## src/rtl/grf_mp_bypass.sv

```systemverilog
// General register file: NRD combinational read ports with write-to-read bypass,
// a per-register busy scoreboard (claim at issue, clear at writeback) and a busy count.
module grf_mp_bypass #(
  parameter int unsigned   DW      = 32,
  parameter int unsigned   AW      = 5,
  parameter int unsigned   NRD     = 2,
  parameter int unsigned   GP_IDX  = 28,
  parameter logic [DW-1:0] GP_INIT = 32'h0000_1800,
  parameter int unsigned   SP_IDX  = 29,
  parameter logic [DW-1:0] SP_INIT = 32'h0000_0ffc
) (
  input  logic              clk,
  input  logic              reset,
  input  logic              we,
  input  logic [AW-1:0]     waddr,
  input  logic [DW-1:0]     wdata,
  input  logic [31:0]       wpc,
  input  logic [NRD*AW-1:0] raddr,
  output logic [NRD*DW-1:0] rdata,
  output logic [NRD-1:0]    rbusy,
  input  logic              claim,
  input  logic [AW-1:0]     claim_addr,
  input  logic              flush,
  output logic [AW:0]       nbusy
);

  localparam int unsigned DEPTH = 1 << AW;

  logic [DW-1:0]    r_regs [DEPTH];
  logic [DEPTH-1:0] r_busy;
  logic [DEPTH-1:0] w_busy_nxt;
  logic [AW:0]      r_nbusy;
  logic [AW:0]      w_cnt_nxt;
  logic             w_wr;
  logic             w_clm;
  logic             w_byp_en;
  logic             w_unused_wpc;

  // wpc only tags the writeback for tracing; the datapath never looks at it.
  assign w_unused_wpc = ^wpc;

  assign w_wr     = we && (waddr != '0);
  assign w_clm    = claim && (claim_addr != '0);
  // No write is accepted while reset is low, so the bypass must not show one either.
  assign w_byp_en = we && reset;

  always_ff @(posedge clk or negedge reset) begin
    if (!reset) begin
      for (int unsigned i = 0; i < DEPTH; i++) begin
        if (i == GP_IDX)      r_regs[i] <= GP_INIT;
        else if (i == SP_IDX) r_regs[i] <= SP_INIT;
        else                  r_regs[i] <= '0;
      end
    end else if (w_wr) begin
      r_regs[waddr] <= wdata;
    end
  end

  // Order sets priority: claim overrides writeback clear, flush overrides both.
  always_comb begin
    w_busy_nxt = r_busy;
    if (w_wr)  w_busy_nxt[waddr]      = 1'b0;
    if (w_clm) w_busy_nxt[claim_addr] = 1'b1;
    if (flush) w_busy_nxt             = '0;
    w_cnt_nxt = '0;
    for (int unsigned i = 0; i < DEPTH; i++) begin
      w_cnt_nxt = w_cnt_nxt + (AW+1)'(w_busy_nxt[i]);
    end
  end

  always_ff @(posedge clk or negedge reset) begin
    if (!reset) begin
      r_busy  <= '0;
      r_nbusy <= '0;
    end else begin
      r_busy  <= w_busy_nxt;
      r_nbusy <= w_cnt_nxt;
    end
  end

  assign nbusy = r_nbusy;

  for (genvar k = 0; k < NRD; k++) begin : g_rd
    logic [AW-1:0] w_ra;
    logic          w_hit;
    assign w_ra  = raddr[k*AW +: AW];
    assign w_hit = w_byp_en && (waddr == w_ra);
    assign rdata[k*DW +: DW] = (w_ra == '0) ? '0 :
                               w_hit        ? wdata : r_regs[w_ra];
    assign rbusy[k] = (w_ra != '0) && r_busy[w_ra] && !w_hit;
  end

endmodule

```

## config.mk

```make
export PLATFORM = sky130hd
export DESIGN_NAME = grf_mp_bypass
export DESIGN_NICKNAME = d
export VERILOG_FILES = /design/src/rtl/grf_mp_bypass.sv
export SDC_FILE = /design/constraint.sdc
export NUM_CORES = 2
export LEC_CHECK = 0
export CORE_ASPECT_RATIO = 0.7
export CORE_MARGIN = 3
export CORE_UTILIZATION = 63
export DETAILED_ROUTE_END_ITERATION = 8
export PLACE_DENSITY = 0.88
export SLEW_MARGIN = 40
export SYNTH_ARGS = -nofsm -noshare
export SYNTH_HDL_FRONTEND = slang
export SYNTH_SLANG_ARGS = --single-unit
```

## constraint.sdc

```tcl
create_clock -name clk -period 5.5 [get_ports clk]
set_input_delay 1.1 -clock clk [delete_from_list [all_inputs] [get_ports clk]]
set_output_delay 1.1 -clock clk [all_outputs]
set_load 0.03 [all_outputs]
```

**After elaboration in Yosys (flattened, before gate mapping)**

Cells that the tools add are included.

- Bitwise gates (word level): 6
- Eq/ne operators: 2
- Multiplexer cells: 24
- Multipliers: 0
- Add/subtract/negate cells: 31
- Shifts and indexed selects: 0
- Reductions and logical operators: 20
- Div/mod/pow operators: 0
- $lt $le $gt $ge: 10

Operator list:

| operator | count |
|---|---|
| bitwise mux 1024 bit | 1 |
| 2-to-1 mux 32 bit | 12 |
| binary-select mux 32 bit (select 5 bit) | 2 |
| demux 32 bit (select 5 bit) | 1 |
| adder 6 x 1 -> 6 bit | 26 |
| AND 32 bit | 1 |
| NOT 32 bit | 1 |
| bitwise OR 32 bit | 1 |
| less-than comparator 5 x 6 -> 1 bit (second input constant) | 4 |
| nonzero test 5 bit | 4 |
| >= comparator 6 bit (second input constant) | 3 |
| NOT 5 -> 6 bit | 3 |
| logical AND 1 bit | 12 |
| binary-select mux 1 bit (select 5 bit) | 2 |
| demux 1 bit (select 5 bit) | 2 |
| equality test 5 bit | 2 |
| >= comparator 5 x 1 -> 1 bit (second input constant) | 2 |
| zero test 5 bit | 2 |
| adder 5 x 1 -> 6 bit | 1 |
| less-than comparator 6 x 1 -> 1 bit (second input constant) | 1 |
| adder 4 x 1 -> 5 bit | 1 |
| adder 3 x 1 -> 4 bit | 1 |
| 2-to-1 mux 1 bit | 4 |
| adder 2 x 1 -> 3 bit | 1 |
| 2 further kinds | 3 |

- Latch bits: 0
- Bits in registers: 1,062
- Input bits: 89
- Bits in writable memories: 0
- Memories: 0
- Output and inout bits: 72
- Memory bits (read-only): 0
- Logic and storage cells: 127

**Logic depth before layout (Yosys ltp)**

- Word-level depth: 41
- Depth in mapped cells: 23
- Gate-level depth less buffers: 21

**Least setup slack after synthesis**

No wires, ideal clock.

- Path type: in2reg
- Start: input port waddr[3]
- End: register r_nbusy[4], in the netlist nbusy[4]
- Buffers on the path: 2
- Data required time: 5.420 ns
- Cell stages on the path: 19
- Arrival: 6.358 ns
- Slack: -0.938 ns
- Setup time: 0.080 ns
- Cells stage by stage: clkbuf_1 -> nor3b_1 -> nand2_1 -> buf_1 -> a22oi_1 -> nor2_1 -> fa_1 -> inv_1 -> fa_1 -> fa_1 -> fa_1 -> fa_1 -> inv_1 -> fa_1 -> ha_1 -> fa_1 -> a21o_1 -> a21oi_1 -> xnor2_1

- Elaborated cells on any way between the ends: 44
- Classes of those cells: add/sub (31); order compare (2); mux (5); bitwise (3); reduce/logical (3)

RTL lines:

| what | RTL line | RTL |
|---|---|---|
| start, declared | 15 | `input logic [AW-1:0] waddr,` |
| less-than comparator 5 x 6 -> 1 bit (implied by the code) or >= comparator 5 x 1 -> 1 bit (tied branches) | 62 | `if (w_wr) w_busy_nxt[waddr] = 1'b0;` |
| logical AND 1 bit (implied by the code) | 62 |  |
| 2-to-1 mux 1 bit (implied by the code) | 62 |  |
| demux 1 bit (select 5 bit) | 62 |  |
| NOT 32 bit (no source line) | n/a |  |
| AND 32 bit (no source line) | n/a |  |
| 2-to-1 mux 32 bit (*) | 62 |  |
| bitwise OR 32 bit (no source line) | n/a |  |
| 2-to-1 mux 32 bit (*) | 63 | `if (w_clm) w_busy_nxt[claim_addr] = 1'b1;` |
| 2-to-1 mux 32 bit (*) | 64 | `if (flush) w_busy_nxt = '0;` |
| via w_busy_nxt[7] | 31 | `logic [DEPTH-1:0] w_busy_nxt;` |
| adder 6 x 1 -> 6 bit (*) (25 in a row) | 67 | `w_cnt_nxt = w_cnt_nxt + (AW+1)'(w_busy_nxt[i]);` |
| via w_cnt_nxt[4] | 33 | `logic [AW:0] w_cnt_nxt;` |
| end signal, assigned | 77 | `r_nbusy <= w_cnt_nxt;` |
| end, declared | 32 | `logic [AW:0] r_nbusy;` |

The timed path passes the listed nets; every way through them passes the cells marked *.
A chain may end at the register's enable or synchronous reset.

**Worst setup path in the final report**

- Start: input port waddr[4]
- End: register r_nbusy[4], in the netlist nbusy[4]

- Word-level cells in the longest chain between the ends: 41
- Elaborated cells on any way between the ends: 44
- Classes of those cells: add/sub (31); order compare (2); mux (5); bitwise (3); reduce/logical (3)

Ends and longest elaborated chain:

| what | RTL line |
|---|---|
| less-than comparator 5 x 6 -> 1 bit (implied by the code) or >= comparator 5 x 1 -> 1 bit (tied branches) | 62 |
| logical AND 1 bit (implied by the code) | 62 |
| 2-to-1 mux 1 bit (implied by the code) | 62 |
| demux 1 bit (select 5 bit) | 62 |
| NOT 32 bit (no source line) | n/a |
| AND 32 bit (no source line) | n/a |
| 2-to-1 mux 32 bit (*) | 62 |
| bitwise OR 32 bit (no source line) | n/a |
| [... 2 more ...] | n/a |
| adder 1 x 1 -> 2 bit | 67 |
| adder 2 x 1 -> 3 bit | 67 |
| adder 3 x 1 -> 4 bit | 67 |
| adder 4 x 1 -> 5 bit | 67 |
| adder 5 x 1 -> 6 bit | 67 |
| adder 6 x 1 -> 6 bit (25 in a row) | 67 |
| adder 6 x 1 -> 6 bit (*) | 67 |
| via w_cnt_nxt[4] | 33 |

Marked as above.

==> results by group <==
Placed design
  • Setup WS pre-CTS: -1.08 ns
  • # placed instances: 5082
  • IO buf count: 128
  • Final RePlAce weighted congestion: 0.962
  • DP Wirelength: 110000 µm

Worst setup path
  • Worst-path fanout max: 5
  • Reg2reg start: r_busy[23]
  • Worst R2R Setup Slack: 0.35 ns
  • CP Class: input pin to register
  • Reg2Reg Depth: 16
  • CP most frequent cell: fa_2
  • CP Data Arrival Time: 6.29 ns
  • Crit path cell chain: clkbuf_2 > buf_12 > buf_6 > nand3b_1 > o21ai_0 > a21o_1 > fa_1 > fa_2 > fa_2 > fa_2 > fa_2 > inv_2 > fa_2 > ha_4 > fa_2 > a21o_1 > a21oi_2 > xnor2_1
  • Crit-path slowest cell: fa_2
  • Largest stage delay, worst path: 0.59 ns
  • Required time of the critical path: 6.15 ns
  • FF-to-FF End: nbusy[4]
  • Setup crit end kind: register
  • Crit path launch type: input pin

Floorplanning
  • DIE HEIGHT: 258 µm
  • # IOs: 161
  • Die width: 367 µm
  • Die area: 94700 µm²
  • Initial Util: 64.3%
  • CORE AREA: 89200 µm²
  • Row count: 91

Logic synthesis
  • Number of synthesized flops with an enable pin: 0
  • Yosys reg bits: 1062
  • Async set-or-reset flop fraction in the synthesized netlist: 100%
  • Syn Std Cell Area: 57300 µm²
  • Post-synthesis sequential area ratio: 46.4%
  • Top FF cell, synth: dfrtp_1
  • Syn_nets: 4040
  • Synth cell types: 59
  • Syn_area_per_cell: 14.6 µm²
  • Synthesized instance count: 3920
  • Ys Warns: 0

Route
  • Drt first pass iters: 8
  • Vias per cell: 7.71
  • Post-detailed-route wirelength per cell: 35.7 µm
  • DR iter-0 viols: 6174
  • Routed vias: 41100
  • Antenna violation net count after detailed routing: 0
  • DRC errors left: 0
  • DRT Wirelength: 190000 µm

Timing
  • Worst slew margin: 34.2%
  • RSZ-0062 raised after global routing: true
  • Fin crit period: 5.64 ns
  • Highest Clock Rate: 0.177 GHz
  • Final worst slack: -0.140 ns
  • Final Max Slew Viols: 0
  • Worst Tran Pin Value: 0.987 ns
  • Final setup fails: 1
  • Crit share post-route: 103%
  • Setup Skew: 0.0184 ns
  • Hold Vio Cnt, Final: 0

CTS
  • CTS Buf Count: 99
  • CTS clk-pin slew, worst paths: 0.07 ns
  • Post-CTS Hold Buffers: 0
  • CTS sink cnt: 1062
  • TritonCTS clock tree: built
  • Root Buffer: clkbuf_16
  • Worst-skew pair later-pin latency: 0.74 ns
  • H-tree depth: 3
  • Worst-case clock buffer depth: 3

Final layout
  • Register Area: 26600 µm²
  • Layout Nets: 4153
  • Layout fillers: 5138
  • Multi-input gate area: 29000 µm²
  • Layout cells sized above 1: 52.8%
  • Fin cells: 5330
  • Layout area overhead: 14.5%

GRT
  • GRT Total Usage: 39.8%
  • GRT overflow: 0
  • First-pass GRT wire length: 279000 µm
  • Vias in the first global route: 42500
  • Antenna violations before repair: 8
  • Largest net degree at the start of global routing: 162

Status
  • Failing checks: negative setup slack
  • Status: finished with violations

Min path
  • Hold WC Path Type: input pin to async pin

Pwr
  • VDD IR-drop max: 0.292 mV
  • Static Leak: 0.0288 µW
  • P per Cell Area: 346 nW/µm²

Job
  • MaxCap Viol Count: 0
## stage by stage
stage / total power, µW / hold WS (ns) / util (%) / TNS (ns) / area (µm²)
after global routing: 23400 / 0.168 / 73.6 / -0.227 / 65600
after CTS: 22600 / 0.170 / 73.3 / -0.122 / 65400
after detailed placement: 15400 / 0.380 / 69.1 / -5.26 / 61600
after floorplan: 13600 / 0.438 / - / -1.36 / 57600
after global placement: 15000 / 0.376 / 68.8 / -4.76 / 61400
final: 22700 / 0.179 / 73.6 / -0.140 / 65600
## repair_timing
item / 4_1_cts / 5_1_grt
endpoints found under the setup margin: 5 / 37
resized for setup: 56 / 33
pin swaps: 18 / 11
setup buffers: 41 / 11
gates cloned: 2 / 2
## worst max-delay path: cells and delay by family
kind,cells,cell delay (ns)
AOI/OAI and AO/OA,4,0.91
xor gates and xnor gates,1,0.13
adders and majority gates,8,3.52
buffers and inverters,4,0.43
and+or+nand+nor,1,0.20
## power breakdown
part	switching, µW	total (µW)	internal, µW
Clock	3210	7220	4010
Combinational	2140	5080	2940
Sequential	1170	10400	9250
Total	6520	22700	16200
## worst max path at each step
stage,startpoint,end,cells past startpoint
finish,waddr[4],nbusy[4],18
global route,claim_addr[2],nbusy[4],19
CTS,waddr[2],nbusy[4],20
detailed placement,we,nbusy[4],19
global placement,we,nbusy[4],20
floorplan,waddr[4],nbusy[4],19
## cells by family after synthesis
family | after synthesis | synth area share [%]
AO/OA/AOI/OAI | 483 | 6.12
multiplexers | 1630 | 40.6
buffers and inverters | 484 | 3.73
AND/OR/NAND/NOR | 217 | 1.94
flip-flops | 1062 | 46.4
adder cells (fa/ha/maj) | 31 | 0.991
XOR/XNOR | 13 | 0.199
## state kept, by name, summed over array words and instances (netlist names)
signal  cells
r_busy     32
nbusy       6
r_regs   1024
## Yosys cell counts (all sizes together) (6+ instances only)
cell type     n  area, µm²
dfrtp      1050      26300
mux2       1016      11400
mux4        456      10300
clkbuf      236        886
buf         210       1110
mux2i       158       1580
a22o         89        780
a21oi        85        425
a22oi        80        601
o22ai        63        394
nor2         57        214
nand2        53        199
inv          37        139
a2111oi      35        308
o221ai       32        280
o21ai        29        145
fa           24        480
nand3        22        110
a21o         17        128
a211oi       16        120
nor2b        16        100
dfstp        12        315
nor3         12       60.1
xnor2        11       96.3
nand3b        8       60.1
o221a         8       90.1
ha            7       87.6
nor3b         7       52.6
or2           6       37.5
## metal layers
metal	GRT usage [%]	routed length (µm)
met4	22.7	12700
met3	15.7	29200
met1	52.0	65600
met5	0.607	159
met2	57.2	82500
## placed cells by master, fill, tap and decap left out, types with 24 or more instances in the layout
| cell type | netlist | routed |
|---|---|---|
| mux4_2 | 456 | 456 |
| o21ai_0 | 29 | 24 |
| buf_4 | 27 | 266 |
| dfrtp_1 | 1050 | 1050 |
| a21oi_1 | 85 | 82 |
| clkbuf_16 | 0 | 101 |
| a22oi_1 | 80 | 74 |
| mux2_2 | 1015 | 1015 |
| o22ai_1 | 63 | 63 |
| buf_12 | 0 | 96 |
| buf_6 | 9 | 26 |
| inv_1 | 37 | 30 |
| clkdlybuf4s50_1 | 0 | 36 |
| mux2i_1 | 158 | 158 |
| nand2_1 | 53 | 36 |
| nor2_1 | 57 | 36 |
| a2111oi_0 | 34 | 34 |
| clkbuf_8 | 0 | 30 |
| clkinv_2 | 0 | 25 |
| o221ai_1 | 32 | 32 |
| a22o_1 | 89 | 89 |
## area by class of cell
type / instances / share of cell area, %
clock buffers: 141 / 4.47
multi-input cells: 2374 / 44.2
repair buffers: 458 / 7.66
flip-flops and latches: 1062 / 40.5
diodes: 4 / 0.0152
inverters: 38 / 0.217
clock inverters: 44 / 0.648
well taps: 1209 / 2.30
Note: power is estimated with default switching activity, not from simulation.
